<file path="config.mk">
export PLATFORM = sky130hd
export DESIGN_NAME = fetch_exec_ctrl
export DESIGN_NICKNAME = d
export VERILOG_FILES = /design/src/rtl/fetch_exec_ctrl_pkg.sv /design/src/rtl/fetch_exec_ctrl.sv
export SDC_FILE = /design/constraint.sdc
export NUM_CORES = 1
export LEC_CHECK = 0
export ABC_AREA = 1
export ABC_CLOCK_PERIOD_IN_PS = 3100
export BUFFER_PORTS_ARGS = -buffer_cell sky130_fd_sc_hd__buf_2
export CORE_MARGIN = 2
export CORE_UTILIZATION = 58
export CTS_CLUSTER_DIAMETER = 40
export DETAILED_ROUTE_END_ITERATION = 10
export PLACE_DENSITY = 0.87
export SYNTH_ARGS = -nofsm -noshare
export SYNTH_HDL_FRONTEND = slang
export SYNTH_SLANG_ARGS = --single-unit
</file>
<file path="constraint.sdc">
create_clock -name clk -period 3.1 [get_ports clk]
set_clock_uncertainty 0.05 [all_clocks]
set_input_delay 0.62 -clock clk [delete_from_list [all_inputs] [get_ports clk]]
set_output_delay 0.62 -clock clk [all_outputs]
set_load 0.02 [all_outputs]
</file>
<file path="src/rtl/fetch_exec_ctrl_pkg.sv">
// Shared core definitions for the fetch/execute sequencer: state encoding,
// reset PC and the latched execute-result payload.
package fetch_exec_ctrl_pkg;

    localparam int unsigned XLEN      = 32;
    localparam int unsigned WAIT_W    = 8;
    localparam int unsigned INSTRET_W = 64;

    localparam logic [XLEN-1:0] RESET_PC_DEFAULT = 32'h8000_0000;

    typedef enum logic [2:0] {
        FETCH_REQ  = 3'd0,
        FETCH_WAIT = 3'd1,
        EXEC       = 3'd2,
        WB         = 3'd3,
        HALT       = 3'd4,
        ERROR      = 3'd5
    } state_e;

    // Result of a completed execute, held until the write-back cycle.
    typedef struct packed {
        logic [XLEN-1:0] next_pc;
        logic            wb_req;
    } exec_res_t;

    // Sequential or redirected successor PC; the add wraps at 32 bits.
    function automatic logic [XLEN-1:0] calc_next_pc(
        input logic [XLEN-1:0] cur_pc,
        input logic            redirect,
        input logic [XLEN-1:0] target
    );
        return redirect ? target : cur_pc + XLEN'(4);
    endfunction

    // Instruction targets must be word aligned.
    function automatic logic is_misaligned(input logic [XLEN-1:0] addr);
        return addr[1:0] != 2'b00;
    endfunction

endpackage

</file>
<file path="src/rtl/fetch_exec_ctrl.sv">
// Single-issue fetch/execute/write-back sequencer. Issues one instruction
// fetch at a time, waits (with timeout) for the response, hands the
// instruction to execute, and commits PC/instret in a one-cycle WB step.
module fetch_exec_ctrl
    import fetch_exec_ctrl_pkg::*;
#(
    parameter logic [31:0] RESET_PC    = RESET_PC_DEFAULT,
    parameter int unsigned MEM_TIMEOUT = 255
) (
    input  logic        clk,
    input  logic        rst,

    output logic        imem_req_valid,
    input  logic        imem_req_ready,
    output logic [31:0] imem_addr,

    input  logic        imem_resp_valid,
    input  logic [31:0] imem_resp_data,
    input  logic        imem_resp_err,

    output logic [31:0] inst,
    output logic        inst_valid,

    input  logic        exe_done,
    input  logic        exe_redirect,
    input  logic [31:0] exe_target,
    input  logic        exe_halt,
    input  logic        wb_req,

    output logic        r_wen,

    output logic [31:0] pc,
    output logic [63:0] instret,
    output logic        halted,
    output logic        error
);

    localparam logic [WAIT_W-1:0] TIMEOUT_CNT = WAIT_W'(MEM_TIMEOUT);

    state_e            state;
    state_e            state_next;
    logic [WAIT_W-1:0] wait_cnt;
    exec_res_t         exec_res;
    exec_res_t         exec_res_d;

    logic req_valid_d;
    logic inst_valid_d;
    logic r_wen_d;
    logic halted_d;
    logic error_d;

    // The request address is the architectural PC itself, so it is
    // naturally stable while the handshake is stalled.
    assign imem_addr = pc;

    // Execute result candidate: successor PC and write-back request.
    always_comb begin
        exec_res_d.next_pc = calc_next_pc(pc, exe_redirect, exe_target);
        exec_res_d.wb_req  = wb_req;
    end

    // State register.
    always_ff @(posedge clk) begin
        if (rst) begin
            state <= FETCH_REQ;
        end else begin
            state <= state_next;
        end
    end

    // Next-state logic; a response beats a same-cycle timeout.
    always_comb begin
        state_next = state;
        case (state)
            FETCH_REQ: begin
                if (imem_req_ready) begin
                    state_next = FETCH_WAIT;
                end
            end
            FETCH_WAIT: begin
                if (imem_resp_valid) begin
                    state_next = imem_resp_err ? ERROR : EXEC;
                end else if (wait_cnt == TIMEOUT_CNT) begin
                    state_next = ERROR;
                end
            end
            EXEC: begin
                if (exe_done) begin
                    if (exe_halt) begin
                        state_next = HALT;
                    end else if (exe_redirect && is_misaligned(exe_target)) begin
                        state_next = ERROR;
                    end else begin
                        state_next = WB;
                    end
                end
            end
            WB:      state_next = FETCH_REQ;
            HALT:    state_next = HALT;
            ERROR:   state_next = ERROR;
            default: state_next = ERROR;
        endcase
    end

    // Output decode of the upcoming state, registered below.
    always_comb begin
        req_valid_d  = 1'b0;
        inst_valid_d = 1'b0;
        r_wen_d      = 1'b0;
        halted_d     = 1'b0;
        error_d      = 1'b0;
        case (state_next)
            FETCH_REQ: req_valid_d  = 1'b1;
            EXEC:      inst_valid_d = 1'b1;
            WB:        r_wen_d      = exec_res_d.wb_req;
            HALT:      halted_d     = 1'b1;
            ERROR:     error_d      = 1'b1;
            default:   ;
        endcase
    end

    // Registered control outputs.
    always_ff @(posedge clk) begin
        if (rst) begin
            imem_req_valid <= 1'b1;
            inst_valid     <= 1'b0;
            r_wen          <= 1'b0;
            halted         <= 1'b0;
            error          <= 1'b0;
        end else begin
            imem_req_valid <= req_valid_d;
            inst_valid     <= inst_valid_d;
            r_wen          <= r_wen_d;
            halted         <= halted_d;
            error          <= error_d;
        end
    end

    // Fetch wait counter: cleared on entry to FETCH_WAIT, counts while waiting.
    always_ff @(posedge clk) begin
        if (rst) begin
            wait_cnt <= '0;
        end else if (state != FETCH_WAIT && state_next == FETCH_WAIT) begin
            wait_cnt <= '0;
        end else if (state == FETCH_WAIT && state_next == FETCH_WAIT) begin
            wait_cnt <= wait_cnt + WAIT_W'(1);
        end
    end

    // Instruction, execute result, PC and retired-instruction count.
    always_ff @(posedge clk) begin
        if (rst) begin
            inst     <= '0;
            exec_res <= '0;
            pc       <= RESET_PC;
            instret  <= '0;
        end else begin
            if (state == FETCH_WAIT && state_next == EXEC) begin
                inst <= imem_resp_data;
            end
            if (state == EXEC && state_next == WB) begin
                exec_res <= exec_res_d;
            end
            if (state == WB) begin
                pc      <= exec_res.next_pc;
                instret <= instret + INSTRET_W'(1);
            end
        end
    end

endmodule

</file>
==> results by group, run 1 <==
Synth
  – Number of flops mapped to enable cells by yosys: 0
  – Post-synthesis sequential area ratio: 0.3884
  – Area leader, netlist: sky130_fd_sc_hd__dfxtp_1
  – Leading post-synthesis cells by cell area: sky130_fd_sc_hd__dfxtp_1, sky130_fd_sc_hd__nand2_1, sky130_fd_sc_hd__nor2_1
  – Mean instance size in the synthesized netlist: 6.540 sq um
  – Distinct cell type count after synthesis: 41
  – Most used DFF post-synth: sky130_fd_sc_hd__dfxtp_1
  – Most numerous cell types in the synthesized netlist: sky130_fd_sc_hd__nand2_1, sky130_fd_sc_hd__nor2_1, sky130_fd_sc_hd__dfxtp_1
  – Mapped Nets: 1463
  – Asr flop ratio synth: 0
  – Count of synthesis-stage warnings from yosys: 0
  – Most common cell in the synthesized netlist: sky130_fd_sc_hd__nand2_1
  – Flops & latches, synth: 176
  – Gate Count Post-Synth: 1387
  – Top-area cell type share of the netlist area: 0.3884
  – Netlist area before placement: 9071 sq um

Floorplan
  – Starting density of the core: 0.5945
  – Core Box Area: 15260 sq um
  – Die outline width: 129.1 microns
  – Std-Cell Rows: 45
  – Die Area: 16660 sq um
  – Number of top-level pins: 238
  – Die Span Y: 129.1 microns

Power and ir drop
  – Leakage power: 4.649 nW
  – Cell-internal power: 3.555 mW
  – Share of total power in the clock network: 0.433
  – Sw power: 1.198 mW
  – Flop pwr share: 0.491
  – Net switching share of the total power: 0.2520
  – Portion of total power attributed to combinational logic: 0.076
  – Peak supply drop: 0.5372 mV
  – Power density normalized to cell area: 442.4 nW/um^2

Detailed routing
  – Drt drc: 0
  – WL/cell: 14.79 microns
  – Number of violations reported at the end of detailed-routing iteration 0: 854
  – Avg Vias per Cell: 5.466
  – Number of nets still failing antenna checks after routing: 0
  – DRT Pass-1 Iters: 5
  – Number of vias after detailed routing: 9844
  – Total detailed-routing wirelength: 26640 microns

Cells and area
  – Post-route standard cell area excluding fillers: 10740 sq um
  – Area taken by flip-flops and latches: 3523 sq um
  – Utilization after layout: 0.7041
  – Footprint of the multi-input gates: 4662 sq um
  – Relative area change from synthesis to final layout: 18.43%
  – Filler cell count: 1306
  – Layout Nets: 1653
  – Proportion of layout cells with a drive suffix above 1: 0.1937
  – Antenna diode count: 0

Clock tree
  – Quantity of gates resized following cts: 0
  – CTS Root Cell: sky130_fd_sc_hd__clkbuf_16
  – Clock slew seen by the registers of the worst setup and hold paths: 70 ps
  – TritonCTS Sinks: 176
  – Clock latency of the later-clocked register in the worst-skew pair: 430 ps
  – CTS tree: built
  – Maximum level of the CTS H-tree: 4
  – Hold buffer count at cts: 0
  – Post-CTS Setup Bufs: 0
  – TritonCTS Buffers: 17
  – Maximum buffer depth of the clock tree: 2

STA
  – Summed negative setup slack over all endpoints: 0 ps
  – Setup-failing EPs final: 0
  – Unrepaired setup endpoints after global routing: false
  – Slew @ Worst Pin: 620.4 ps
  – Final count of pins violating max slew: 0
  – Endpoints failing hold: 0
  – Post-route clock period utilization: 0.7620
  – Post-route setup slack: 737.8 ps
  – Max-Slew Margin vs Limit: 0.5838
  – Peak Freq: 0.4233 GHz
  – Min Clock Period, post-route: 2362 ps

Critical path
  – CP arrival: 2600 ps
  – Critical path cell sequence: inv_1 -> nand3_1 -> inv_2 -> nand2_1 -> nand2_4 -> nand2_4 -> clkinv_2 -> o21ai_0 -> a31oi_1
  – Kind of critical path: register to register
  – Critical path's slowest cell: sky130_fd_sc_hd__clkinv_2
  – Data required time at the worst endpoint: 3340 ps
  – Maximum cell stage delay along the critical path: 500 ps
  – Dominant cell type by count on the critical path: sky130_fd_sc_hd__nand2_4
  – Maximum fanout along the worst path: 42
  – Kind of start point of the critical path: register
  – CP Capture Type: register

GRT
  – Number of antenna violations at the first check in global routing: 0
  – Pin count of the biggest net entering global routing: 64
  – Global-route wire length before repair: 42390 microns
  – Vias in the first global route: 8857
  – Total global-route track usage: 0.3181
  – Final global-route overflow total: 0

Job
  – Max-cap violations: 0

Placed design
  – Placed standard-cell area: 10190 sq um
  – Post-place setup slack: 543.9 ps
  – Dpl hpwl: 19510 microns
  – Count of port buffers added during placement: 237
  – Routability Congestion: 0.9807

Min path
  – Worst min-delay path category: primary input to register

Status
  – Result of the run: finished, final reports clean
[critical path: cells and delay by family, from the launching register on]
kind	cells	cell delay (ps)
buffers and inverters	3	690
and+or+nand+nor	4	570
AOI/OAI and AO/OA	2	470
DFF	1	430
[placed cells by master (no fill, tap or decap), types with 2 or more instances in the layout]
cell type                   count
sky130_fd_sc_hd__nand2_1      316
sky130_fd_sc_hd__nor2_1       299
sky130_fd_sc_hd__buf_2        237
sky130_fd_sc_hd__dfxtp_1      176
sky130_fd_sc_hd__inv_1        116
sky130_fd_sc_hd__o21ai_0      115
sky130_fd_sc_hd__a21oi_1       88
sky130_fd_sc_hd__nand3_1       58
sky130_fd_sc_hd__xor2_1        27
sky130_fd_sc_hd__nand4_1       21
sky130_fd_sc_hd__nor3_1        19
sky130_fd_sc_hd__clkbuf_16     17
sky130_fd_sc_hd__a31oi_1       11
sky130_fd_sc_hd__buf_4         10
sky130_fd_sc_hd__xnor2_1        8
sky130_fd_sc_hd__nor2_4         7
sky130_fd_sc_hd__nor2_2         6
sky130_fd_sc_hd__o21ai_1        6
sky130_fd_sc_hd__nand3b_1       5
sky130_fd_sc_hd__clkinv_2       5
sky130_fd_sc_hd__inv_2          3
sky130_fd_sc_hd__ha_1           3
sky130_fd_sc_hd__inv_6          3
sky130_fd_sc_hd__clkinv_4       3
sky130_fd_sc_hd__nand3_2        2
sky130_fd_sc_hd__nand4_2        2
sky130_fd_sc_hd__nand3_4        2
sky130_fd_sc_hd__o21bai_1       2
sky130_fd_sc_hd__nor3b_1        2
sky130_fd_sc_hd__nand2_2        2
sky130_fd_sc_hd__nand2_4        2
sky130_fd_sc_hd__o211ai_1       2
sky130_fd_sc_hd__clkbuf_1       2
[cells by family (layout without fill, tap and decap cells)]
group                    Yosys count  in the layout  synth area share
AND/OR/NAND/NOR                  749            749            0.3470
AO/OA/AOI/OAI                    226            226            0.1284
buffers and inverters            198            401           0.09821
flip-flops                       176            176            0.3884
XOR/XNOR                          35             35           0.03379
adder cells (fa/ha/maj)            3              3          0.004138
[cell type report]
class,count,area share
clock buffer,20,0.04158
inverter,121,0.04239
sequential,176,0.3280
tap,211,0.02457
timing repair buffer,248,0.1193
multi-input combinational,1013,0.4340
clock inverter,12,0.01025
[routing by layer]
metal  share of wire  routed length (microns)  track usage
met5               0                        0            0
met4           0.024                      646       0.1087
met3           0.083                     2218      0.05904
met2            0.48                    12890       0.5419
met1            0.41                    10890       0.4077
[registers in the layout, indices dropped and copies added, names as in the netlist]
| signal | count |
|---|---|
| imem_req_valid | 1 |
| error | 1 |
| state | 3 |
| halted | 1 |
| wait_cnt | 8 |
| instret | 64 |
| inst_valid | 1 |
| inst | 32 |
| exec_res | 32 |
| r_wen | 1 |
| imem_addr | 32 |
[power groups by stage]
| stage | Sequential [mW] | Clock, mW | Combinational (mW) |
|---|---|---|---|
| 3_3_place_gp | 2.38 | 0 | 0.348 |
| 3_5_place_dp | 2.38 | 0 | 0.355 |
| 2_1_floorplan | 2.42 | 0 | 0.188 |
| 5_1_grt | 2.34 | 2.17 | 0.395 |
| 4_1_cts | 2.33 | 2.07 | 0.357 |
| 6_report | 2.33 | 2.06 | 0.359 |
[per-stage QoR]
stage          power [mW]  hold WS [ps]  cells
6_report            4.752         359.2   1801
4_1_cts             4.763         348.0   1801
2_1_floorplan       2.603         390.8   1387
3_5_place_dp        2.738         405.4   1769
5_1_grt             4.906         352.3   1801
3_3_place_gp        2.731         401.5   1769
[path summary, 6_finish.rpt]
| kind | startpoint | to | slack [ps] | cells past startpoint |
|---|---|---|---|---|
| worst min-delay path | imem_resp_data[25] | inst[25] | 360 | 3 |
| worst max-delay path | state[2] | exec_res[2] | 740 | 9 |
| worst max register to register | state[2] | exec_res[2] | 740 | 9 |
| worst min register to register | exec_res[5] | exec_res[5] | 410 | 2 |
No activity file was read; power rests on OpenSTA's default activity.
==> run 2: changes to the inputs <==
--- a/config.mk
+++ b/config.mk
@@ -6,13 +6,13 @@
 export NUM_CORES = 1
 export LEC_CHECK = 0
 export ABC_AREA = 1
-export ABC_CLOCK_PERIOD_IN_PS = 3100
+export ABC_CLOCK_PERIOD_IN_PS = 1940
 export BUFFER_PORTS_ARGS = -buffer_cell sky130_fd_sc_hd__buf_2
 export CORE_MARGIN = 2
-export CORE_UTILIZATION = 58
+export CORE_UTILIZATION = 48
 export CTS_CLUSTER_DIAMETER = 40
 export DETAILED_ROUTE_END_ITERATION = 10
-export PLACE_DENSITY = 0.87
+export PLACE_DENSITY = 0.77
 export SYNTH_ARGS = -nofsm -noshare
 export SYNTH_HDL_FRONTEND = slang
 export SYNTH_SLANG_ARGS = --single-unit
==> constraint.sdc (replaced) <==
create_clock -name clk -period 1.94 [get_ports clk]
set_clock_uncertainty 0.05 [all_clocks]
set_input_delay 0.388 -clock clk [delete_from_list [all_inputs] [get_ports clk]]
set_output_delay 0.388 -clock clk [all_outputs]
set_load 0.02 [all_outputs]
==> results by group, run 2 (synthesis gave the netlist of run 1 again) <==
Status
  – Result of the run: finished, final reports clean (unchanged)

Min path
  – Worst min-delay path category: primary input to register (unchanged)
  – Worst hold endpoint: inst[16] (was inst[25])
  – Hold path startpoint: imem_resp_data[16] (was imem_resp_data[25])
  – Hold Crit Depth: 3 (unchanged)

GRT
  – Global-route wire length before repair: 43080 microns (was 42390 microns)
  – Number of antenna violations at the first check in global routing: 0 (unchanged)
  – Vias in the first global route: 8909 (was 8857)
  – Total global-route track usage: 0.2642 (was 0.3181)
  – Pin count of the biggest net entering global routing: 80 (was 64)
  – Final global-route overflow total: 0 (unchanged)

Power and ir drop
  – Sw power: 1.982 mW (was 1.198 mW)
  – Peak supply drop: 0.6864 mV (was 0.5372 mV)
  – Post-route total power: 7.998 mW (was 4.752 mW)
  – Flop pwr share: 0.465 (was 0.491)
  – Cell-internal power: 6.017 mW (was 3.555 mW)
  – Portion of total power attributed to combinational logic: 0.073 (was 0.076)
  – Leakage power: 4.851 nW (was 4.649 nW)
  – Net switching share of the total power: 0.2478 (was 0.2520)
  – Power density normalized to cell area: 719.2 nW/um^2 (was 442.4 nW/um^2)
  – Share of total power in the clock network: 0.462 (was 0.433)

Clock tree
  – CTS Root Cell: sky130_fd_sc_hd__clkbuf_16 (unchanged)
  – Hold buffer count at cts: 0 (unchanged)
  – Maximum level of the CTS H-tree: 4 (unchanged)
  – TritonCTS Buffers: 17 (unchanged)
  – TritonCTS Sinks: 176 (unchanged)
  – Clock slew seen by the registers of the worst setup and hold paths: 70 ps (about the same)
  – Maximum buffer depth of the clock tree: 2 (unchanged)
  – CTS tree: built (unchanged)
  – Clock latency of the later-clocked register in the worst-skew pair: 430 ps (about the same)

STA
  – Post-route clock period utilization: 0.9406 (was 0.7620)
  – Fin Hold WS: 133.4 ps (was 359.2 ps)
  – Peak Freq: 0.5480 GHz (was 0.4233 GHz)
  – Min Clock Period, post-route: 1825 ps (was 2362 ps)
  – Endpoints failing hold: 0 (unchanged)
  – Max-Slew Margin vs Limit: 0.5939 (was 0.5838)
  – Final count of pins violating max slew: 0 (unchanged)
  – Slew @ Worst Pin: 609.2 ps (was 620.4 ps)
  – Setup-failing EPs final: 0 (unchanged)

Detailed routing
  – Avg Vias per Cell: 5.212 (was 5.466)
  – Number of violations reported at the end of detailed-routing iteration 0: 673 (was 854)
  – WL/cell: 14.31 microns (was 14.79 microns)
  – Number of vias after detailed routing: 9657 (was 9844)
  – DRT Pass-1 Iters: 6 (was 5)
  – Drt drc: 0 (unchanged)
  – Total detailed-routing wirelength: 26520 microns (was 26640 microns)
  – Number of nets still failing antenna checks after routing: 0 (unchanged)

Placed design
  – Routability Congestion: 0.9363 (was 0.9807)
  – Cells after DPL: 1819 (was 1769)
  – Placed standard-cell area: 10440 sq um (was 10190 sq um)
  – Count of port buffers added during placement: 237 (unchanged)
  – Dpl hpwl: 19570 microns (was 19510 microns)

Cells and area
  – Most common cell after layout, fill and taps aside: sky130_fd_sc_hd__nand2_1 (unchanged)
  – Antenna diode count: 0 (unchanged)
  – Post-route standard cell area excluding fillers: 11120 sq um (was 10740 sq um)
  – Layout Nets: 1682 (was 1653)
  – Utilization after layout: 0.5965 (was 0.7041)
  – Filler cell count: 1760 (was 1306)
  – Relative area change from synthesis to final layout: 22.59% (was 18.43%)
  – Largest register by flop count: instret (unchanged)
  – Commonest cells after routing, fill and taps aside: sky130_fd_sc_hd__nand2_1, sky130_fd_sc_hd__nor2_1, sky130_fd_sc_hd__buf_2 (unchanged)
  – Flip-flop count of the largest register, all copies and words added: 64 (unchanged)
  – Proportion of layout cells with a drive suffix above 1: 0.2168 (was 0.1937)
  – Post-route non-filler standard cell count: 1853 (was 1801)

Critical path
  – Kind of start point of the critical path: register (unchanged)
  – Kind of critical path: register to register (unchanged)
  – Maximum fanout along the worst path: 4 (was 42)
  – CP arrival: 2060 ps (was 2600 ps)
  – Reg-to-reg slack, setup: 120 ps (was 740 ps)
  – Reg-to-reg critical path endpoint: instret[57] (was exec_res[2])
  – Launch point of the worst reg-to-reg path: instret[27] (was state[2])
  – Depth of the worst register-to-register path: 9 (unchanged)
  – CP Capture Type: register (unchanged)
  – Data required time at the worst endpoint: 2180 ps (was 3340 ps)

Floorplan
  – Core Box Area: 18640 sq um (was 15260 sq um)
  – Die outline width: 141.5 microns (was 129.1 microns)
  – Std-Cell Rows: 50 (was 45)
  – Die Span Y: 141.5 microns (was 129.1 microns)
  – Number of top-level pins: 238 (unchanged)
  – Starting density of the core: 0.4866 (was 0.5945)
  – Die Area: 20010 sq um (was 16660 sq um)

Job
  – Max-cap violations: 0 (unchanged)
==> run 2: changes by cell type in the layout (fill, tap and decap cells not counted), moves of 2 or more <==
cell	delta
sky130_fd_sc_hd__buf_12	+2
sky130_fd_sc_hd__buf_4	+26
sky130_fd_sc_hd__bufinv_16	+2
sky130_fd_sc_hd__clkinv_2	-3
sky130_fd_sc_hd__dfxtp_1	-4
sky130_fd_sc_hd__dfxtp_2	+4
sky130_fd_sc_hd__inv_8	+3
sky130_fd_sc_hd__nor2_1	-7
sky130_fd_sc_hd__nor2_2	+7
==> run 2: worst max-delay path, cell delays in order, from the launching register on <==
cell and delay (ps):
sky130_fd_sc_hd__dfxtp_1 420, sky130_fd_sc_hd__nand2_1 100, sky130_fd_sc_hd__nor2_1 190, sky130_fd_sc_hd__nand2_1 180
sky130_fd_sc_hd__nor2_1 270, sky130_fd_sc_hd__nand2_1 130, sky130_fd_sc_hd__o21ai_0 160, sky130_fd_sc_hd__nand2_1 70
sky130_fd_sc_hd__nand2_1 60, sky130_fd_sc_hd__a21oi_1 50
==> run 2: cell type report <==
type                            instances  area (sq um)  share of cell area
Tap cell                              234         292.8             0.02633
Sequential cell                       176          3528              0.3173
Multi-Input combinational cell       1013          4687              0.4215
Inverter                              121         455.4             0.04095
Timing Repair Buffer                  277          1528              0.1374
Clock inverter                         12         172.7             0.01553
Clock buffer                           20         456.7             0.04107
==> run 2: through the flow <==
| step | worst slack, ps | setup TNS [ps] |
|---|---|---|
| after floorplan | 39.68 | 0 |
| after global placement | 135.1 | 0 |
| after detailed placement | 84.84 | 0 |
| after CTS | 80.65 | 0 |
| after global routing | -18.13 | -51.17 |
| final | 115.2 | 0 |
==> run 2: worst max-delay path by stage <==
| stage | start | to | slack [ps] | cells past startpoint |
|---|---|---|---|---|
| 2_1_floorplan | instret[0] | instret[36] | 40 | 10 |
| 3_3_place_gp | imem_addr[6] | exec_res[15] | 140 | 7 |
| 3_5_place_dp | state[0] | instret[59] | 80 | 10 |
| 4_1_cts | state[0] | instret[59] | 80 | 10 |
| 5_1_grt | state[2] | imem_addr[19] | -20 | 5 |
| 6_report | instret[27] | instret[57] | 120 | 9 |
==> run 2: what timing repair did <==
| item | CTS | global route |
|---|---|---|
| buffers inserted | 0 | 2 |
| endpoints found under the hold margin | 0 | 0 |
| setup endpoints to repair | 0 | 22 |
| resized for setup | 0 | 14 |
==> run 2: power by group through the flow <==
stage,sequential (mW),combinational [mW],clock (mW)
2_1_floorplan,3.86,0.300,0
3_3_place_gp,3.80,0.571,0
3_5_place_dp,3.80,0.580,0
4_1_cts,3.72,0.583,3.74
5_1_grt,3.73,0.641,3.88
6_report,3.72,0.583,3.69
==> run 2: routing by layer <==
layer | track usage | vias to the layer above | part of all wire
met2 | 0.4338 | 407 | 0.46
met5 | 0 | - | 0
met4 | 0.08737 | 0 | 0.022
met3 | 0.04421 | 43 | 0.076
met1 | 0.3551 | 4380 | 0.44
li1 | - | 4827 | -
